File: config.mk
export PLATFORM = sky130hd
export DESIGN_NAME = bit8_look_ahead_carry_adder
export DESIGN_NICKNAME = d
export VERILOG_FILES = /design/src/rtl/bit8_look_ahead_carry_adder.sv
export SDC_FILE = /design/constraint.sdc
export NUM_CORES = 1
export LEC_CHECK = 0
export CORE_UTILIZATION = 30
export CTS_CLUSTER_SIZE = 40
export DETAILED_ROUTE_END_ITERATION = 10
export HOLD_SLACK_MARGIN = 0.05
export SYNTH_ARGS = -nofsm -noshare
export SYNTH_HDL_FRONTEND = slang
export SYNTH_SLANG_ARGS = --single-unit
File: constraint.sdc
create_clock -name clk -period 2 [get_ports clk]
set_input_delay 0.4 -clock clk [delete_from_list [all_inputs] [get_ports clk]]
set_output_delay 0.4 -clock clk [all_outputs]
set_load 0.01 [all_outputs]
File: src/rtl/bit8_look_ahead_carry_adder.sv
// 8-bit two-level carry-lookahead adder with registered sum, carry and bitwise AND/OR/XOR results.
// Optional macro LAC_GROUP_PG_EN adds registered slice propagate/generate outputs P_out/G_out.
module bit8_look_ahead_carry_adder (
  input  logic       clk,
  input  logic       rst,
  input  logic [7:0] A_in,
  input  logic [7:0] B_in,
  input  logic       C_in,
  output logic [7:0] S_out,
  output logic       C_out,
  output logic [7:0] AND_out,
  output logic [7:0] OR_out,
  output logic [7:0] XOR_out
`ifdef LAC_GROUP_PG_EN
  ,
  output logic       P_out,
  output logic       G_out
`endif
);

  localparam int GRP = 4;

  // Packed result of one 4-bit lookahead group: {gp, gg, c3, c2, c1}.
  typedef struct packed {
    logic       gp;
    logic       gg;
    logic [3:1] c;
  } grp_res_t;

  // Fully expanded in-group lookahead; carries never ripple through neighbouring bits.
  function automatic grp_res_t lac_group(input logic [GRP-1:0] g,
                                         input logic [GRP-1:0] p,
                                         input logic           c0);
    grp_res_t r;
    r.c[1] = g[0] | (p[0] & c0);
    r.c[2] = g[1] | (p[1] & g[0]) | (p[1] & p[0] & c0);
    r.c[3] = g[2] | (p[2] & g[1]) | (p[2] & p[1] & g[0]) | (p[2] & p[1] & p[0] & c0);
    r.gg   = g[3] | (p[3] & g[2]) | (p[3] & p[2] & g[1]) | (p[3] & p[2] & p[1] & g[0]);
    r.gp   = p[3] & p[2] & p[1] & p[0];
    return r;
  endfunction

  logic [7:0] g_s;
  logic [7:0] p_s;
  logic [8:0] c_s;
  logic [7:0] sum_s;
  grp_res_t   grp0_s;
  grp_res_t   grp1_s;

  logic [7:0] sum_r;
  logic       cout_r;
  logic [7:0] and_r;
  logic [7:0] or_r;
  logic [7:0] xor_r;

  // Bit-level generate/propagate, both lookahead levels and the sum.
  always_comb begin
    g_s    = A_in & B_in;
    p_s    = A_in ^ B_in;
    c_s    = 9'd0;
    c_s[0] = C_in;
    // Second level resolves c4 and c8 from group terms before the upper group's inner carries.
    grp0_s = lac_group(g_s[3:0], p_s[3:0], c_s[0]);
    c_s[4] = grp0_s.gg | (grp0_s.gp & C_in);
    grp1_s = lac_group(g_s[7:4], p_s[7:4], c_s[4]);
    c_s[8] = grp1_s.gg | (grp1_s.gp & grp0_s.gg) | (grp1_s.gp & grp0_s.gp & C_in);
    c_s[3:1] = grp0_s.c;
    c_s[7:5] = grp1_s.c;
    sum_s  = p_s ^ c_s[7:0];
  end

  // Output registers: all results captured from the same operand sample.
  always_ff @(posedge clk or posedge rst) begin
    if (rst) begin
      sum_r  <= 8'd0;
      cout_r <= 1'b0;
      and_r  <= 8'd0;
      or_r   <= 8'd0;
      xor_r  <= 8'd0;
    end else begin
      sum_r  <= sum_s;
      cout_r <= c_s[8];
      and_r  <= g_s;
      or_r   <= A_in | B_in;
      xor_r  <= p_s;
    end
  end

  assign S_out   = sum_r;
  assign C_out   = cout_r;
  assign AND_out = and_r;
  assign OR_out  = or_r;
  assign XOR_out = xor_r;

`ifdef LAC_GROUP_PG_EN
  logic pg_p_s;
  logic pg_g_s;
  logic pg_p_r;
  logic pg_g_r;

  // Slice-level propagate/generate for an upper lookahead level.
  always_comb begin
    pg_p_s = grp1_s.gp & grp0_s.gp;
    pg_g_s = grp1_s.gg | (grp1_s.gp & grp0_s.gg);
  end

  // Slice propagate/generate registers, same latency as the sum.
  always_ff @(posedge clk or posedge rst) begin
    if (rst) begin
      pg_p_r <= 1'b0;
      pg_g_r <= 1'b0;
    end else begin
      pg_p_r <= pg_p_s;
      pg_g_r <= pg_g_s;
    end
  end

  assign P_out = pg_p_r;
  assign G_out = pg_g_r;
`endif

endmodule

; ---- After elaboration in Yosys (flattened, before gate mapping)
; Index checks and enable logic that the tools add are counted.
[classes]
n_bitwise = 59
[ops]
columns = operator, count
row1 = $and A1 B1 Y1, 34
row2 = $or A1 B1 Y1, 21
row3 = $xor A8 B8 Y8, 2
row4 = $and A8 B8 Y8, 1
row5 = $or A8 B8 Y8, 1
[word_totals]
register_bits = 33
word_cells = 64
out_inout_bits = 33
input_bits = 19

; ---- Depth between registers and ports, before layout
; Gate-level depths: netlist of the first run.
[logic_depth]
ltp_word = 9
mapped_depth = 7
mapped_depth_nobuf = 7

; ---- Worst setup path after synthesis of the first run
; OpenSTA, ideal clock, no wires.
[synth_timing]
kind = input -> register
startpoint = input A_in[0]
endpoint = register sum_r[5] (netlist: S_out[5])
arrival_time_ns = 1.811
n_path_buf = 0
stages = 7
path_slack_ns = 0.064
setup_time_ns = 0.126
t_required_ns = 1.874
path_cell_list = inv_1 > ha_1 > a21oi_2 > o211ai_2 > or2_2 > fa_1 > xor2_1
[synth_via]
elab_chain_cells = 7
word_cells_on_any_way = 10
classes_between = 10 x bitwise
[synth_lines]
columns = item, line
row1 = "start, declared", 6  ; input logic [7:0] A_in,
row2 = $xor A8 B8 Y8, 59  ; p_s = A_in ^ B_in;
row3 = via p_s[0], 44  ; logic [7:0] p_s;
row4 = $and A1 B1 Y1, 39  ; r.gp = p[3] & p[2] & p[1] & p[0];
row5 = $and A1 B1 Y1, 64  ; c_s[4] = grp0_s.gg | (grp0_s.gp & C_in);
row6 = $or A1 B1 Y1, 64
row7 = $and A1 B1 Y1, 35  ; r.c[1] = g[0] | (p[0] & c0);
row8 = $or A1 B1 Y1, 35
row9 = $xor A8 B8 Y8, 69  ; sum_s = p_s ^ c_s[7:0];
row10 = via sum_s[5], 46  ; logic [7:0] sum_s;
row11 = "end signal, assigned", 81  ; sum_r <= sum_s;
row12 = "end, declared", 50  ; logic [7:0] sum_r;
; The timed path passes the listed nets, and every way through them passes these cells.

; ---- Final worst setup path of the first run
[layout_timing]
startpoint = input B_in[2]
endpoint = register sum_r[5] (netlist: S_out[5])
[layout_via]
elab_chain_cells = 9
word_cells_on_any_way = 16
classes_between = 16 x bitwise
[layout_lines]
columns = item, line
row1 = "start, declared", 7  ; input logic [7:0] B_in,
row2 = $xor A8 B8 Y8 *, 59
row3 = via p_s[2], 44
row4 = $and A1 B1 Y1 *, "38, 39"
row5 = $and A1 B1 Y1 (on tied branches), "38, 39"
row6 = "$or A1 B1 Y1, or another cell as far along", 38  ; r.gg = g[3] | (p[3] & g[2]) | (p[3] & p[2] & g[1]) | (p[3] & p[2] & p[1] & g[0]);
row7 = $or A1 B1 Y1 / $and A1 B1 Y1 (equally long branches), "38, 64"
row8 = $or A1 B1 Y1 *, 64
row9 = $and A1 B1 Y1 *, 35
row10 = $or A1 B1 Y1 *, 35
row11 = $xor A8 B8 Y8 *, 69
row12 = via sum_s[5], 46
; The timed path passes the listed nets; every way through them passes the cells marked *.

==> impl_metrics.ini, run 1 <==
[run_status]
outcome = completed

[setup_path]
critPathBufInv = 2
cp_top_family = adder cells
cp_cell_sequence = clkdlybuf4s50_1 -> inv_1 -> ha_4 -> nand3_1 -> o211ai_2 -> or2_4 -> fa_2 -> xor2_1
slowest_delay_ns = 0.48
critPathKind = input pin to register
end_kind = register
worst-path-max-fanout = 3
cpMaxStageDelayCell = clkdlybuf4s50_1
required_ns = 2.17
cp_data_arrival_time_ns = 2.11
worstSetupStartpointType = input pin

[yosys]
synthTopCellsByArea = dfrtp_1, ha_1, inv_1
yosysTopAreaCellShare = 0.623
synth-async-reset-ratio = 1.00
synth_flop_cell = dfrtp_1
syn_inst = 98
synth_most_common_cell = dfrtp_1
ys_types = 20
synth_edf_count = 0
synth-seq-area-share = 0.623
synth_area_leader_cell = dfrtp_1
syn_area_mm2 = 0.00133
synth_commonest_cells = dfrtp_1, inv_1, ha_1
syn-num-nets = 135
avgSynthCellArea_um2 = 13.5
synth-seq-cells = 33
ys_warn_count = 0

[routing]
avgViaCountPerCell = 4.09
drt_iter0_drc = 37
drt-pass1-iter-count = 3
wl_um = 2690
wl_per_cell_um = 11.8
detail-route-antenna-nets = 0
dr_total_vias = 928
post-route-drc-count = 0

[global_route]
grt_util_met2 = 0.223
grt_usage = 0.131
met1_usage = 0.147
grt_pass1_wl_um = 4300
antenna_found_initial = 0
met3_usage = 0.0247
busiest_layer = met2
grt_max_degree = 34
grt_pass1_vias = 982
grt.overflow.total = 0

[final_layout]
layout.cells.non_filler = 227
layout-drive-gt1-share = 0.237
post-route-util = 0.534
fin_nets = 213
syn_to_final_growth_pct = 65.7
antenna_cells = 0

[placed_design]
port_buffers = 51
dpl.hpwl_um = 1990
gp_congestion = 0.732
dpl.cell_count = 218

[pwr]
p_int_w = 0.00122
sw_frac_of_total = 0.249
power_switching_w = 0.000405
p_seq_frac = 0.464
power.share.clock = 0.288
ir_worst_vdd_uv = 243
p_per_area_mw_per_mm2 = 741
power_leakage_nw = 1.04
combPwrFrac = 0.248
finalPower_w = 0.00163

[floorplanning]
pin_count = 52
die-area_mm2 = 0.00469
core_mm2 = 0.00412
initial_core_util = 0.322
row_count = 23
die_w_um = 68.5
fp.dieH_um = 68.5

[timing]
hold_violations = 0
maxSlewHeadroom = 0.724
period_share = 0.970
hold-worst-slack_ns = 0.516
rsz0062_at_grt = false
fmax_mhz = 516
period_needed_ns = 1.94
drv_slew = 0
worst_pin_slew_ns = 0.414
finalSetupViolations = 0

[clock_network]
clk_pin_slew_worst_paths_ns = 0.07
clockBufferDepth = 2
h-tree-depth = 2
cts-hold-fix-buffers = 0
cts_tree = done
cts-root-buf = clkbuf_8
cts_sinks = 33
cts_buffers = 5

[job]
maxCapViolCount = 0

[min_path]
hold_class = input pin to async pin
## layout by cell type (no fill, tap or decap), types with 2 or more instances in the layout
cell,Yosys,routed
buf_4,0,20
xor2_1,4,4
clkbuf_8,0,5
ha_2,0,2
ha_4,0,4
dlygate4sd2_1,0,4
inv_1,26,22
clkdlybuf4s50_1,0,47
inv_2,0,4
ha_1,16,10
dfrtp_1,33,33
clkbuf_1,0,3
## worst paths after layout
kind,to,slack [ns],depth (start not counted),start
worst min-delay path,OR_out[4],0.52,3,rst
max in group asynchronous,S_out[3],1.19,3,rst
min in group clk,XOR_out[0],0.62,3,B_in[0]
worst max-delay path,S_out[5],0.06,8,B_in[2]
## through the flow
stage | setup slack, ns | cell area (um^2) | setup TNS, ns
5_1_grt | 0.00425 | 2200 | 0
3_5_place_dp | -0.498 | 2040 | -1.90
6_report | 0.0604 | 2200 | 0
3_3_place_gp | -0.449 | 2040 | -1.75
4_1_cts | 0.00372 | 2190 | 0
2_1_floorplan | 0.0637 | 1330 | 0
## power groups by stage
stage               logic [W]  clock network [W]  registers (W)
global placement     0.000379                  0       0.000767
CTS                  0.000406           0.000481       0.000757
finish               0.000403           0.000469       0.000755
global route         0.000441           0.000511       0.000762
detailed placement   0.000384                  0       0.000768
floorplan            0.000102                  0       0.000803
## cell families (layout without fill, tap and decap cells)
group,Yosys count,after routing,synth area share
DFF,33,33,0.623
and+or+nand+nor,6,6,0.0226
buffers and inverters,26,105,0.0736
AOI/OAI and AO/OA,10,10,0.0670
xor gates and xnor gates,5,5,0.0330
adders and majority gates,18,18,0.181
## area by class of cell
cell class	count	area, um^2
Timing Repair Buffer	71	656
Multi-Input combinational cell	39	475
Fill cell	351	1920
Inverter	26	97.6
Clock buffer	8	80.1
Tap cell	50	62.6
Sequential cell	33	826
## routing by layer
metal,share of wire,wire length [um]
met2,0.51,1370
met1,0.41,1100
met3,0.054,146
met4,0.028,74
met5,0,0
## state kept, by name (all words and copies together), names as in the netlist
register  count
AND_out       8
C_out         1
S_out         8
OR_out        8
XOR_out       8
## repair_timing
action | 4_1_cts | 5_1_grt
setup endpoints to repair | 4 | 2
pin swaps | 2 | 1
resized for setup | 17 | 1
buffers inserted | 1 | 0
No activity file was read; power rests on OpenSTA's default activity.
==> run 2, diff against run 1 <==
==> constraint.sdc (replaced) <==
create_clock -name clk -period 1.65 [get_ports clk]
set_input_delay 0.33 -clock clk [delete_from_list [all_inputs] [get_ports clk]]
set_output_delay 0.33 -clock clk [all_outputs]
set_load 0.01 [all_outputs]
==> run 2 against run 1 <==
Largest power group unchanged. Combinational power rose by 24%. Cell area rose by 2.6%. Clock-buffer cell count fell by 3. First-iteration DRC count fell by 41%. Utilization rose by 1.4 points. Routed wire length rose by 2.6%. Setup slack improved by 0.0026 ns. Sequential power rose by 21%. Worst hold slack got worse by 0.13 ns.
==> impl_metrics.ini, run 2 (synthesis gave the netlist of run 1 again) <==
[pwr]
power.share.clock = 0.276
finalPower_w = 0.00196
sw_frac_of_total = 0.253
ir_worst_vdd_uv = 417
p_seq_frac = 0.468
p_int_w = 0.00146
combPwrFrac = 0.256
power_switching_w = 0.000495
power_leakage_nw = 1.07
p_per_area_mw_per_mm2 = 868

[setup_path]
worst-path-max-fanout = 2
required_ns = 1.82
cp_data_arrival_time_ns = 1.76
end_kind = register
worstSetupStartpointType = input pin
critPathKind = input pin to register

[timing]
rsz0062_at_grt = false
worst_pin_slew_ns = 0.412
maxSlewHeadroom = 0.725
fmax_mhz = 630
finalSetupViolations = 0
hold_violations = 0
drv_slew = 0
hold-worst-slack_ns = 0.383
period_needed_ns = 1.59
period_share = 0.962

[clock_network]
clockBufferDepth = 2
cts_tree = done
cts_buffers = 5
cts-hold-fix-buffers = 0
cts-root-buf = clkbuf_8
h-tree-depth = 2
clk_pin_slew_worst_paths_ns = 0.06
cts_sinks = 33

[floorplanning]
row_count = 23
pin_count = 52
core_mm2 = 0.00412
die-area_mm2 = 0.00469
fp.dieH_um = 68.5
initial_core_util = 0.322
die_w_um = 68.5

[placed_design]
port_buffers = 51
dpl.hpwl_um = 2180
gp_congestion = 0.706
placed_area_mm2 = 0.00212

[final_layout]
layout-drive-gt1-share = 0.345
syn_to_final_growth_pct = 70.0
fin_nets = 215
layout_common_cells = clkdlybuf4s50_1, dfrtp_1, buf_4, inv_1, inv_2
final_common_cell = clkdlybuf4s50_1
design_area_mm2 = 0.00225
antenna_cells = 0

[routing]
wl_per_cell_um = 12.2
detail-route-antenna-nets = 0
wl_um = 2760
avgViaCountPerCell = 4.05
drt-pass1-iter-count = 3
dr_total_vias = 920
post-route-drc-count = 0
drt_iter0_drc = 22

[global_route]
grt_pass1_vias = 975
grt_util_met2 = 0.232
met3_usage = 0.0543
grt_usage = 0.136
antenna_found_initial = 0
grt_max_degree = 34
met1_usage = 0.144
grt_pass1_wl_um = 4350
busiest_layer = met2
grt.overflow.total = 0

[min_path]
worstHoldStart = A_in[2]
hold_depth = 4
hold_class = input pin to register
min_to = OR_out[2]

[run_status]
outcome = completed

[job]
maxCapViolCount = 0
-- run 2: layout make-up --
type	instances	area, um^2
multi-input cells	39	526
flip-flops and latches	33	826
repair buffers	73	657
fillers	353	1860
clock buffers	5	68.8
inverters	26	110
clock inverters	1	5.00
well taps	50	62.6
-- run 2: how the worst max path moves through the flow --
stage                        from        to  depth (start not counted)
final                     B_in[1]  S_out[5]                          8
after global routing      B_in[1]  S_out[5]                          8
after CTS                 A_in[6]     C_out                          7
after detailed placement  B_in[0]  S_out[5]                          8
after global placement    B_in[0]  S_out[5]                          8
after floorplan           B_in[0]  S_out[5]                          7
-- run 2: repair_timing --
item | CTS | global route
setup buffers | 0 | 1
endpoints found under the setup margin | 7 | 4
pin swaps | 10 | 7
gates resized for setup | 34 | 18
-- run 2: metal layers --
layer / vias to the layer above / share of wire
li1: 453 / -
met1: 432 / 0.40
met2: 30 / 0.52
met3: 5 / 0.054
met4: 0 / 0.024
met5: - / 0
-- run 2: power by group through the flow --
stage	clock network [W]	registers, W	logic [W]
6_report	0.000540	0.000915	0.000501
5_1_grt	0.000595	0.000923	0.000549
4_1_cts	0.000565	0.000917	0.000501
3_5_place_dp	0	0.000931	0.000494
3_3_place_gp	0	0.000930	0.000484
2_1_floorplan	0	0.000974	0.000142
-- run 2: critical path: stages --
cell,delay (ns)
clkdlybuf4s15_1,0.23
inv_2,0.09
ha_4,0.20
nand3_2,0.06
o211ai_2,0.09
or2_4,0.27
fa_2,0.35
xor2_1,0.14
-- run 2: through the flow --
| step | instances | TNS, ns | worst slack, ns | util |
|---|---|---|---|---|
| 2_1_floorplan | 98 | -0.0760 | -0.0517 | - |
| 3_3_place_gp | 220 | -4.53 | -0.752 | 0.516 |
| 3_5_place_dp | 220 | -4.95 | -0.818 | 0.516 |
| 4_1_cts | 226 | 0 | 0.00877 | 0.541 |
| 5_1_grt | 227 | 0 | 0.0112 | 0.548 |
| 6_report | 227 | 0 | 0.0630 | 0.548 |
==> run 3, diff against run 2 <==
--- a/config.mk
+++ b/config.mk
@@ -5,6 +5,7 @@
 export SDC_FILE = /design/constraint.sdc
 export NUM_CORES = 1
 export LEC_CHECK = 0
+export CORE_MARGIN = 3
 export CORE_UTILIZATION = 30
 export CTS_CLUSTER_SIZE = 40
 export DETAILED_ROUTE_END_ITERATION = 10
==> run 3 against run 2 <==
Clock-buffer cell count rose by 2. Combinational power rose by 1%. Maximum frequency fell by 1.6%. Sequential power barely moved. Highest routed layer unchanged. Power rose by 13%. Routed wire length rose by 9.8%.
==> impl_metrics.ini, run 3 (synthesis gave the netlist of run 1 again) <==
[final_layout]
antenna_cells = 0
final_common_cell = clkdlybuf4s50_1
fillCellCount = 373
layout_common_cells = clkdlybuf4s50_1, dfrtp_1, buf_4, inv_1
post-route-util = 0.553
fin_nets = 216
syn_to_final_growth_pct = 72.9
layout.cells.non_filler = 230
layout-drive-gt1-share = 0.350

[setup_path]
cp-startpoint = A_in[1]
critPathKind = input pin to register
cpMaxStageDelayCell = fa_2
end_kind = register
required_ns = 1.82
slowest_delay_ns = 0.35
worst-path-max-fanout = 2
cp_data_arrival_time_ns = 1.78
cp_cell_sequence = clkdlybuf4s15_1 -> inv_2 -> ha_4 -> nand3_1 -> o211ai_2 -> or2_4 -> fa_2 -> xor2_1
worstSetupStartpointType = input pin

[pwr]
p_per_area_mw_per_mm2 = 961
power_leakage_nw = 1.08
finalPower_w = 0.00220
ir_worst_vdd_uv = 542

[timing]
fmax_mhz = 620
hold_violations = 0
drv_slew = 0
finalSetupViolations = 0
period_share = 0.977
worst_pin_slew_ns = 0.424
fin_tns_setup_ns = 0
period_needed_ns = 1.61
hold-worst-slack_ns = 0.380
maxSlewHeadroom = 0.717
rsz0062_at_grt = true

[clock_network]
h-tree-depth = 2
cts-root-buf = clkbuf_8
cts_sinks = 33
cts-hold-fix-buffers = 0
clk_pin_slew_worst_paths_ns = 0.07
cts_buffers = 5
cts_tree = done
clockBufferDepth = 2

[global_route]
grt_max_degree = 34
grt_pass1_vias = 1140
grt_pass1_wl_um = 5170
grt.overflow.total = 0
grt_usage = 0.132
antenna_found_initial = 0

[routing]
dr_total_vias = 977
detail-route-antenna-nets = 0
post-route-drc-count = 0
wl_um = 3030
drt-pass1-iter-count = 4
wl_per_cell_um = 13.2
avgViaCountPerCell = 4.25
drt_iter0_drc = 16

[floorplanning]
fp.dieH_um = 72.5
row_count = 23
initial_core_util = 0.320
core_mm2 = 0.00414
die_w_um = 72.5
die-area_mm2 = 0.00525
pin_count = 52

[placed_design]
port_buffers = 51
dpl.cell_count = 222
gp_congestion = 0.676
dpl.hpwl_um = 2330

[min_path]
hold_class = input pin to register
worstHoldStart = B_in[2]

[job]
maxCapViolCount = 0

[run_status]
outcome = completed
## run 3: repair_timing
action / in CTS / in global routing
setup buffers: 1 / 0
gates cloned: 0 / 0
setup endpoints to repair: 6 / 3
resized for setup: 33 / 18
pin swaps: 11 / 5
## run 3: worst paths after layout
check                      slack [ns]  cells past startpoint        end
max                              0.04                      8   S_out[5]
min                              0.38                      4  OR_out[2]
max in group asynchronous        0.90                      3   S_out[1]
min in group asynchronous        0.44                      3  OR_out[0]
## run 3: final cells by class
type,instances,area [um^2],area share
sequential,33,826,0.360
timing repair buffer,74,656,0.286
multi-input combinational,39,520,0.227
inverter,26,113,0.0491
clock buffer,7,86.3,0.0376
tap,50,62.6,0.0273
clock inverter,1,30.0,0.0131
## run 3: power by group
group | total, W | internal [W] | switching [W]
Sequential | 0.000915 | 0.000891 | 0.0000237
Clock | 0.000782 | 0.000492 | 0.000289
Combinational | 0.000508 | 0.000295 | 0.000213
Total | 0.00220 | 0.00168 | 0.000526
## run 3: worst max-delay path: cells and delay by family
family                     cells  cell delay (ns)
xor gates and xnor gates       1             0.15
and+or+nand+nor                2             0.36
adders and majority gates      2             0.59
AOI/OAI and AO/OA              1             0.10
buffers and inverters          2             0.25
## run 3: metrics by stage
step | cell area [um^2] | setup WS [ns]
after floorplan | 1390 | -0.0517
after global placement | 2140 | -0.696
after detailed placement | 2140 | -0.770
after CTS | 2280 | 0.00727
after global routing | 2290 | 0.00235
final | 2290 | 0.0375
## run 3: metal layers
layer	routed length (um)	vias up	track usage	part of all wire
met5	0	-	0	0
met4	59	0	0.0676	0.019
met3	266	5	0.0526	0.088
met2	1570	33	0.217	0.52
met1	1130	478	0.148	0.37
li1	-	461	-	-
